File: src/rtl/regfile_wb_arbiter.sv
// Two-port register-file write-back arbiter: per-port request FIFOs, round-robin
// pop onto one registered write port, and a pending-write bitmap.
module regfile_wb_arbiter #(
   parameter int DEPTH = 2
) (
   input  logic        clk,
   input  logic        clr,
   input  logic        a_valid,
   output logic        a_ready,
   input  logic [4:0]  a_reg,
   input  logic [31:0] a_data,
   input  logic        b_valid,
   output logic        b_ready,
   input  logic [4:0]  b_reg,
   input  logic [31:0] b_data,
   output logic        wr_en,
   output logic [4:0]  wr_reg,
   output logic [31:0] wr_data,
   output logic [31:0] pend
);
   localparam int          AW       = $clog2(DEPTH);
   localparam logic [AW:0] CNT_FULL = (AW+1)'(DEPTH);

   logic [1:0]       w_in_valid;
   logic [1:0][4:0]  w_in_reg;
   logic [1:0][31:0] w_in_data;
   logic [1:0]       w_ready;
   logic [1:0]       w_nonempty;
   logic [1:0]       w_pop;
   logic [1:0][4:0]  w_head_reg;
   logic [1:0][31:0] w_head_data;
   logic [1:0][31:0] w_fifo_pend;
   logic             w_any;
   logic             w_sel;
   logic [31:0]      w_pend;

   logic             r_last;
   logic             r_wr_en;
   logic [4:0]       r_wr_reg;
   logic [31:0]      r_wr_data;

   assign w_in_valid = {b_valid, a_valid};
   assign w_in_reg   = {b_reg, a_reg};
   assign w_in_data  = {b_data, a_data};

   genvar gi;
   genvar gj;
   generate
      for (gi = 0; gi < 2; gi++) begin : g_fifo
         logic [AW-1:0]    r_wptr;
         logic [AW-1:0]    r_rptr;
         logic [AW:0]      r_count;
         logic [4:0]       r_mem_reg  [DEPTH];
         logic [31:0]      r_mem_data [DEPTH];
         logic [DEPTH-1:0] w_ent_valid;
         logic [31:0]      w_hit;
         logic             w_push;

         // Ready looks only at the start-of-cycle count, so a full FIFO stays
         // closed even when its head is being popped this cycle.
         assign w_ready[gi]     = (r_count != CNT_FULL) && !clr;
         assign w_push          = w_in_valid[gi] && w_ready[gi];
         assign w_nonempty[gi]  = (r_count != '0);
         assign w_head_reg[gi]  = r_mem_reg[r_rptr];
         assign w_head_data[gi] = r_mem_data[r_rptr];

         always_ff @(posedge clk or posedge clr) begin
            if (clr) begin
               r_wptr  <= '0;
               r_rptr  <= '0;
               r_count <= '0;
            end else begin
               if (w_push)
                  r_wptr <= r_wptr + 1'b1;
               if (w_pop[gi])
                  r_rptr <= r_rptr + 1'b1;
               r_count <= r_count + {{AW{1'b0}}, w_push} - {{AW{1'b0}}, w_pop[gi]};
            end
         end

         always_ff @(posedge clk) begin
            if (w_push) begin
               r_mem_reg[r_wptr]  <= w_in_reg[gi];
               r_mem_data[r_wptr] <= w_in_data[gi];
            end
         end

         // An entry is live when its distance from the read pointer is below the count.
         for (gj = 0; gj < DEPTH; gj++) begin : g_ent
            assign w_ent_valid[gj] = {1'b0, AW'(gj) - r_rptr} < r_count;
         end

         always_comb begin
            w_hit = '0;
            for (int e = 0; e < DEPTH; e++) begin
               if (w_ent_valid[e])
                  w_hit[r_mem_reg[e]] = 1'b1;
            end
         end

         assign w_fifo_pend[gi] = w_hit;
      end
   endgenerate

   always_comb begin
      w_any = |w_nonempty;
      w_sel = w_nonempty[1];
      if (&w_nonempty)
         w_sel = !r_last;
      w_pop = '0;
      if (w_any)
         w_pop[w_sel] = 1'b1;
   end

   always_ff @(posedge clk or posedge clr) begin
      if (clr) begin
         r_wr_en   <= 1'b0;
         r_wr_reg  <= '0;
         r_wr_data <= '0;
         r_last    <= 1'b1;
      end else begin
         // Writes to r0 are drained from the queue but never reach the register file.
         r_wr_en <= w_any && (w_head_reg[w_sel] != 5'd0);
         if (w_any) begin
            r_wr_reg  <= w_head_reg[w_sel];
            r_wr_data <= w_head_data[w_sel];
            r_last    <= w_sel;
         end
      end
   end

   always_comb begin
      w_pend = w_fifo_pend[0] | w_fifo_pend[1];
      if (r_wr_en)
         w_pend[r_wr_reg] = 1'b1;
      w_pend[0] = 1'b0;
   end

   assign a_ready = w_ready[0];
   assign b_ready = w_ready[1];
   assign wr_en   = r_wr_en;
   assign wr_reg  = r_wr_reg;
   assign wr_data = r_wr_data;
   assign pend    = w_pend;

endmodule

File: config.mk
export PLATFORM = sky130hd
export DESIGN_NAME = regfile_wb_arbiter
export DESIGN_NICKNAME = d
export VERILOG_FILES = /design/src/rtl/regfile_wb_arbiter.sv
export SDC_FILE = /design/constraint.sdc
export NUM_CORES = 1
export LEC_CHECK = 0
export ABC_AREA = 1
export CAP_MARGIN = 20
export CORE_MARGIN = 2
export CORE_UTILIZATION = 47
export CTS_BUF_LIST = sky130_fd_sc_hd__clkbuf_4 sky130_fd_sc_hd__clkbuf_8
export CTS_CLUSTER_SIZE = 40
export DETAILED_ROUTE_END_ITERATION = 7
export PLACE_DENSITY = 0.73
export SLEW_MARGIN = 20
export SYNTH_ARGS = -nofsm -noshare
export SYNTH_HDL_FRONTEND = slang
export SYNTH_SLANG_ARGS = --single-unit
File: constraint.sdc
create_clock -name clk -period 7.9 [get_ports clk]
set_input_delay 1.185 -clock clk [delete_from_list [all_inputs] [get_ports clk]]
set_output_delay 1.185 -clock clk [all_outputs]
set_load 0.02 [all_outputs]
# Word level (Yosys, flattened, before mapping)

Memories as Yosys holds them, arrays and structs flattened.
Cells that the tools add are included.

Mux-type cells: 27
Eq/ne operators: 2
Div/mod/pow operators: 0
Add/sub/neg operators: 12
Reductions and logical operators: 18
Multipliers: 0
Shift operators: 0
Bitwise logic cells: 4
Magnitude comparators: 16

Operator list:

| operator                                             | number |
|---|---|
| two-way mux 32 bit                                   | 7 |
| bitwise OR 32 bit                                    | 4 |
| < comparator 5 x 6 -> 1 bit (second input constant)  | 5 |
| demux 1 bit (select 5 bit)                           | 5 |
| >= comparator 5 x 1 -> 1 bit (second input constant) | 5 |
| logical AND 1 bit                                    | 11 |
| two-way mux 1 bit                                    | 11 |
| two-way mux 5 bit                                    | 2 |
| < comparator 1 x 2 -> 1 bit                          | 4 |
| nonzero test 5 bit                                   | 1 |
| adder 1 bit (second input constant)                  | 4 |
| adder 2 x 1 -> 2 bit                                 | 2 |
| != test 2 bit (second input constant)                | 2 |
| nonzero test 2 bit                                   | 2 |
| subtractor 1 bit (first input constant)              | 4 |
| subtractor 2 x 1 -> 2 bit                            | 2 |
| zero test 1 bit                                      | 2 |
| < comparator 1 x 2 -> 1 bit (second input constant)  | 1 |
| two-way mux 2 bit                                    | 1 |
| AND reduction 2 bit                                  | 1 |
| OR reduction 2 bit                                   | 1 |
| demux 1 bit (select 1 bit)                           | 1 |
| >= comparator 1 bit (second input constant)          | 1 |

Input bits: 78
Bits in read-only memories: 0
Memories kept: 4
Memory bits (writable): 148
Bits in latches: 0
Bits in registers: 47

Memories:

| memory               | depth | bits a word | rd ports | clocked after Yosys merged registers in | wr ports | RTL line | source |
|---|---|---|---|---|---|---|---|
| g_fifo[0].r_mem_data | 2     | 32          | 1        | 0                                       | 1        | 54       | `logic [31:0] r_mem_data [DEPTH];` |
| g_fifo[1].r_mem_data | 2     | 32          | 1        | 0                                       | 1        | 54       |  |
| g_fifo[0].r_mem_reg  | 2     | 5           | 3        | 0                                       | 1        | 53       | `logic [4:0] r_mem_reg [DEPTH];` |
| g_fifo[1].r_mem_reg  | 2     | 5           | 3        | 0                                       | 1        | 53       |  |

# Longest topological paths before layout

Gate-level depths: netlist (run 1).
An unclocked memory read counts as a cell.

Word-level depth: 11
Gate-level depth with buffers: 11
Gate-level depth less buffers: 10

# Worst setup path before layout (run 1)

OpenSTA, ideal clock, no wires.

Path kind: input-to-reg
Start point: input clr
End point: memory g_fifo[0].r_mem_data[0][0], enable pin
Path slack: 4093 ps
Setup time: 431 ps
Path buffers: 0
Arrival: 3376 ps
Stages: 3
Cells stage by stage: a21oi_1 > nand2_1 > nor2_1

Word-level cells in the longest chain between the ends: 5

RTL lines:

| element                                 | RTL line | source |
|---|---|---|
| from (decl)                             | 7        | `input logic clr,` |
| zero test 1 bit (no source line)        | -        |  |
| logical AND 1 bit                       | 61       | `assign w_ready[gi] = (r_count != CNT_FULL) && !clr;` |
| logical AND 1 bit                       | 62       | `assign w_push = w_in_valid[gi] && w_ready[gi];` |
| two-way mux 1 bit                       | 82       | `if (w_push) begin` |
| two-way mux 1 bit (not written as such) | 84       | `r_mem_data[r_wptr] <= w_in_data[gi];` |
| to (decl)                               | 54       |  |

No other way between the ends.

# Worst setup path in the final report (run 1)

Start point: register g_fifo[1].r_rptr
End point: output pend[31]

Word-level cells in the longest chain between the ends: 8

RTL lines:

| element                            | RTL line | source |
|---|---|---|
| from (decl)                        | 51       | `logic [AW-1:0] r_rptr;` |
| from (signal assigned)             | 76       | `r_rptr <= r_rptr + 1'b1;` |
| subtractor 1 bit                   | 90       | `assign w_ent_valid[gj] = {1'b0, AW'(gj) - r_rptr} < r_count;` |
| < comparator 1 x 2 -> 1 bit        | 90       |  |
| two-way mux 32 bit                 | 96       | `if (w_ent_valid[e])` |
| bitwise OR 32 bit (no source line) | -        |  |
| two-way mux 32 bit (*)             | 96       |  |
| bitwise OR 32 bit (*)              | 133      | `w_pend = w_fifo_pend[0] \| w_fifo_pend[1];` |
| bitwise OR 32 bit (no source line) | -        |  |
| two-way mux 32 bit (*)             | 134      | `if (r_wr_en)` |
| to (decl)                          | 19       | `output logic [31:0] pend` |

Every way passes the cells marked *; elsewhere a longest branch is shown, timed or not.

==> metrics.txt, run 1 <==
status=completed; Pins Over Slew Limit=0; clk sinks=195; fin nets=1,166; Worst EP arrival=3.20 ns; RSZ-0062 raised after global routing=no; layout cells sized above 1=6.56%; Final Hold Viols=0; Std-Cell Rows=50; post-CTS sizing=0; GRT overflow=0; Worst Tran Pin Value=0.924 ns; DR vias=7,168; worst endpoint required time=6.71 ns; leakage power=4.49 nW; f_max=0.228 GHz; period utilisation layout=55.5%; Die ar.=20,100 um^2; post-synth cell types=34; Core Area=18,700 um^2; Clock Pin Slew Worst Setup and Hold Paths=0.10 ns; first-pass GRT wire length=37,600 um; die extent in x=142 um; setup TNS=0 ns; initial antenna violation count=0; Final Power=3.90 mW; Synth warnings=0; Worst Hold Class=flop to flop; I/O pin cnt=150; Die H=142 um; Setup Buffers After CTS=0; Final setup viols=0; Layout Area Growth over Synthesis=24.4%; Initial Util=47.8%; clock root cell=clkbuf_8; Final WS setup=3.51 ns; WL/cell=18.5 um; deepest clock path buffer count=2; vias in the first global route=6,894; Total Wirelength=24,700 um; I/O Buffers=148; Clk Latency, worst-skew pair=0.46 ns; Antenna Diode Count=0; pin count of the biggest net entering global routing=45; Max Cap Viol=0; relative slew slack=37.9%; hpwl dp=17,300 um; Largest register FFs=128; register area share after synthesis=62.9%; DRC violations left=0; Post-Syn Area=8940 um^2; CP Capture Type=output pin; critical path type=flop to output pin; Mapped Nets=1,017; CTS H-tree lvls=4; synth top area cells=edfxtp_1 50%, dfrtp_1 13%, nand2_1 11%; Post-Synthesis Cells=935; crit path launch type=flop; Place WS=4.07 ns; Max VDD drop=0.213 mV; largest area contributor in the netlist=edfxtp_1; Post-Syn Area per Cell=9.57 um^2; Final Wtd Congestion=0.943; min Tclk post-route=4.39 ns; commonest non-fill, non-tap cells in the layout=267 x nand2_1, 148 x edfxtp_1, 148 x clkdlybuf4s50_1, 138 x nor2_1, 116 x nand3_1; post-route ant nets=0; Hold Slack=0.475 ns; Yosys top cell area share=49.7%; CTS tree=built; power density over the cells=351 nW/um^2; initial DRC count=587; Setup Skew=0.0196 ns; commonest non-fill, non-tap cell in the layout=nand2_1; Worst Path Max Fanout=39; DR vias/cell=5.39; GRT Resource Usage Total=25.0%; hold_buf cts=0; CTS Buf Count=17; DR pass1 iterations=6; FF+latch count, synth=195
stage by stage:
| step | area, um^2 | instances | util, % |
|---|---|---|---|
| after floorplan | 8940 | 935 | - |
| after global placement | 10600 | 1295 | 56.8 |
| after detailed placement | 10700 | 1298 | 57.2 |
| after CTS | 11100 | 1330 | 59.4 |
| after global routing | 11100 | 1331 | 59.5 |
| final | 11100 | 1331 | 59.5 |
layer usage:
layer / wire length (um) / global-route usage (%) / share of wire (%) / vias up
li1: - / - / - / 3425
met1: 10300 / 32.5 / 42 / 3415
met2: 12300 / 41.8 / 50 / 292
met3: 1650 / 5.48 / 6.7 / 36
met4: 499 / 8.42 / 2.0 / 0
met5: 0 / 0 / 0 / -
cells by family (layout without fill, tap and decap cells):
| logic type | Yosys count | in the layout | share of synthesized area [%] |
|---|---|---|---|
| compound gates | 88 | 88 | 5.53 |
| xor+xnor | 8 | 8 | 0.783 |
| fa+ha+maj | 4 | 4 | 0.560 |
| buf+inv | 93 | 255 | 4.55 |
| flops | 195 | 195 | 62.9 |
| other cells | 1 | 1 | 0.0419 |
| simple gates | 546 | 546 | 25.7 |
where the power goes:
| group | switching [mW] | leakage [nW] | internal, mW |
|---|---|---|---|
| logic | 1.14 | 2.40 | 0.618 |
| clock network | 0.365 | 0.193 | 0.289 |
| registers | 0.138 | 1.90 | 1.35 |
| total | 1.64 | 4.49 | 2.26 |
cells in the mapped netlist:
library cell,number
conb_1,1
xor2_1,6
o22ai_1,5
nor2_8,1
nand2_2,1
inv_4,1
nor3_2,2
nor3_4,2
nor2_1,142
clkbuf_1,3
o21ai_1,3
edfxtp_1,148
nand4_1,1
inv_1,56
nand3_1,116
xnor2_1,2
buf_6,2
nand2_1,267
inv_2,8
dfrtp_1,46
nand3_2,4
nand2_4,1
o21ai_4,2
buf_2,17
o211ai_1,2
o21ai_2,2
ha_1,4
buf_1,1
a22oi_1,5
dfstp_2,1
buf_4,5
a21oi_1,38
nor3_1,9
o21ai_0,31
worst max-delay path, cell delays in order, from the launching register on:
cell,delay (ns)
dfrtp_1,0.40
inv_2,0.57
a21oi_1,0.25
nor3_2,0.57
a21oi_1,0.14
nand3_1,0.16
clkdlybuf4s50_1,0.62
worst paths after layout:
path | endpoint | slack, ns | cells after the start | from
max in group asynchronous | r_last | 5.99 | 3 | clr
setup / recovery | pend[31] | 3.51 | 6 | g_fifo[1].r_rptr
min in group asynchronous | wr_data[24] | 1.11 | 2 | clr
hold / removal | r_last | 0.48 | 2 | r_last
setup reg to reg | g_fifo[0].r_count[1] | 4.99 | 9 | g_fifo[1].r_count[0]
hold reg to reg | r_last | 0.48 | 2 | r_last
area by class of cell:
class,instances,area (um^2)
Multi-Input combinational cell,647,2950
Clock inverter,15,173
Timing Repair Buffer,158,1610
Inverter,65,246
Fill cell,1590,7580
Sequential cell,195,5620
Clock buffer,17,234
Tap cell,234,293
(Power assumes the default switching activity.)
==> inputs of run 2 (changes only) <==
==> constraint.sdc (replaced) <==
create_clock -name clk -period 4.4 [get_ports clk]
set_input_delay 0.66 -clock clk [delete_from_list [all_inputs] [get_ports clk]]
set_output_delay 0.66 -clock clk [all_outputs]
set_load 0.02 [all_outputs]
==> run 2 against run 1 <==
Against the previous run: cell count hardly changed; final area barely moved; highest routed layer unchanged; setup slack worse by 2.6 ns; sequential power increased by 79%; clock-buffer cell count did not move; clock power is 80% higher; power rose by 80%; combinational power grew 81%; sequential share of layout area barely moved; global-route usage fell by 0.56 points; critical endpoint is now pend[13]; register-to-register slack got worse by 3.1 ns.
==> metrics.txt, run 2 (same netlist as run 1, synthesis figures left out) <==
I/O Buffers=148; Hold Startpoint=r_last; first-pass GRT wire length=37,000 um; Antenna Diode Count=0; crit path launch type=flop; Worst EP arrival=2.83 ns; clock root cell=clkbuf_8; hpwl dp=17,100 um; DR pass1 iterations=5; initial antenna violation count=0; CTS H-tree lvls=4; vias in the first global route=6,795; Worst Hold Class=flop to flop; initial DRC count=582; clk sinks=195; Die ar.=20,100 um^2; leakage power=4.50 nW; critical path type=flop to output pin; Setup Buffers After CTS=0; Std-Cell Rows=50; setup TNS=0 ns; Pins Over Slew Limit=0; DRC violations left=0; Clock Pin Slew Worst Setup and Hold Paths=0.10 ns; die extent in x=142 um; period utilisation layout=79.2%; GRT Resource Usage Total=24.4%; CTS tree=built; Die H=142 um; fin nets=1,167; Total Wirelength=24,200 um; CP max stage delay=0.62 ns; Max VDD drop=0.459 mV; Max stage delay cell, worst path=clkdlybuf4s50_1; post-route ant nets=0; Core Area=18,700 um^2; critical-path cell list=buf_4 -> o21ai_0 -> nand3_1 -> nor2_1 -> a21oi_1 -> nand3_1 -> clkdlybuf4s50_1; Crit. Startpoint=g_fifo[1].r_rptr; f_max=0.287 GHz; hold_buf cts=0; layout cells sized above 1=6.74%; Worst Tran Pin Value=0.905 ns; Final Hold Viols=0; deepest clock path buffer count=2; post-CTS sizing=0; I/O pin cnt=150; Max Cap Viol=0; most used cell, CP=nand3_1; worst endpoint required time=3.74 ns; DR vias=7,190; GRT overflow=0; r2r startpoint=g_fifo[0].r_count[0]; status=completed; Layout Area Growth over Synthesis=24.5%; power density over the cells=631 nW/um^2; commonest non-fill, non-tap cells in the layout=267 x nand2_1, 148 x edfxtp_1, 148 x clkdlybuf4s50_1, 138 x nor2_1, 116 x nand3_1; DR vias/cell=5.40; Largest register FFs=128; WL/cell=18.2 um; commonest non-fill, non-tap cell in the layout=nand2_1; relative slew slack=39.6%; Clk Latency, worst-skew pair=0.47 ns; Initial Util=47.8%; Worst Path Max Fanout=40; Final setup viols=0; sum of buffers and inverters on the critical path=2; Setup Skew=0.0137 ns; Final Wtd Congestion=1.05; CP Capture Type=output pin; final core occ=59.5%; pin count of the biggest net entering global routing=48; min Tclk post-route=3.49 ns; delay-heaviest family, CP=buffers and inverters; CTS Buf Count=17; RSZ-0062 raised after global routing=no
-- run 2: cell count changes in the layout (fill, tap and decap cells not counted) --
cell and change:
inv_8 -1, clkinvlp_4 -2, buf_8 -1, clkinv_2 +2, clkinv_1 -1, clkinv_4 +2, buf_12 +2, buf_4 +1
buf_16 -1, inv_6 +1, inv_2 -1
-- run 2: power by group --
part / internal (mW) / switching (mW) / total, mW
Sequential: 2.42 / 0.244 / 2.66
Clock: 0.520 / 0.659 / 1.18
Combinational: 1.12 / 2.06 / 3.18
-- run 2: per-layer routing --
metal	routed length (um)	share of wire [%]	GRT usage, %
met1	10100	42	31.7
met2	11800	49	40.8
met3	1650	6.8	4.81
met4	679	2.8	9.47
met5	0	0	0
-- run 2: path summary, 6_finish.rpt --
path                                         to  slack, ns  depth (start not counted)
setup / recovery                       pend[13]       0.91                          7
hold / removal                           r_last       0.48                          2
setup reg to reg           g_fifo[0].r_count[1]       1.85                          9
hold reg to reg                          r_last       0.48                          2
max in group asynchronous      g_fifo[0].r_rptr       3.07                          2
min in group asynchronous           wr_data[22]       0.76                          2
-- run 2: layout make-up --
cell class / instances / area, um^2
repair buffers: 159 / 1610
fillers: 1589 / 7570
clock inverters: 15 / 174
well taps: 234 / 293
inverters: 65 / 248
clock buffers: 17 / 234
multi-input cells: 647 / 2950
flip-flops and latches: 195 / 5620
-- run 2: per-stage QoR --
step                setup WS, ns  hold WS (ns)  std cells  power [mW]  instance area (um^2)
floorplan                   1.12         0.450        935        4.66                  8940
global placement            1.35         0.463       1296        5.80                 10600
detailed placement          1.40         0.465       1299        5.88                 10700
CTS                        0.911         0.478       1331        7.05                 11100
global route               0.738         0.513       1332        7.45                 11100
finish                     0.915         0.477       1332        7.02                 11100
-- run 2: worst min-delay path, cell delays in order, from the launching register on --
cell	delay, ns
dfstp_2	0.38
nand2_1	0.05
nand2_1	0.05
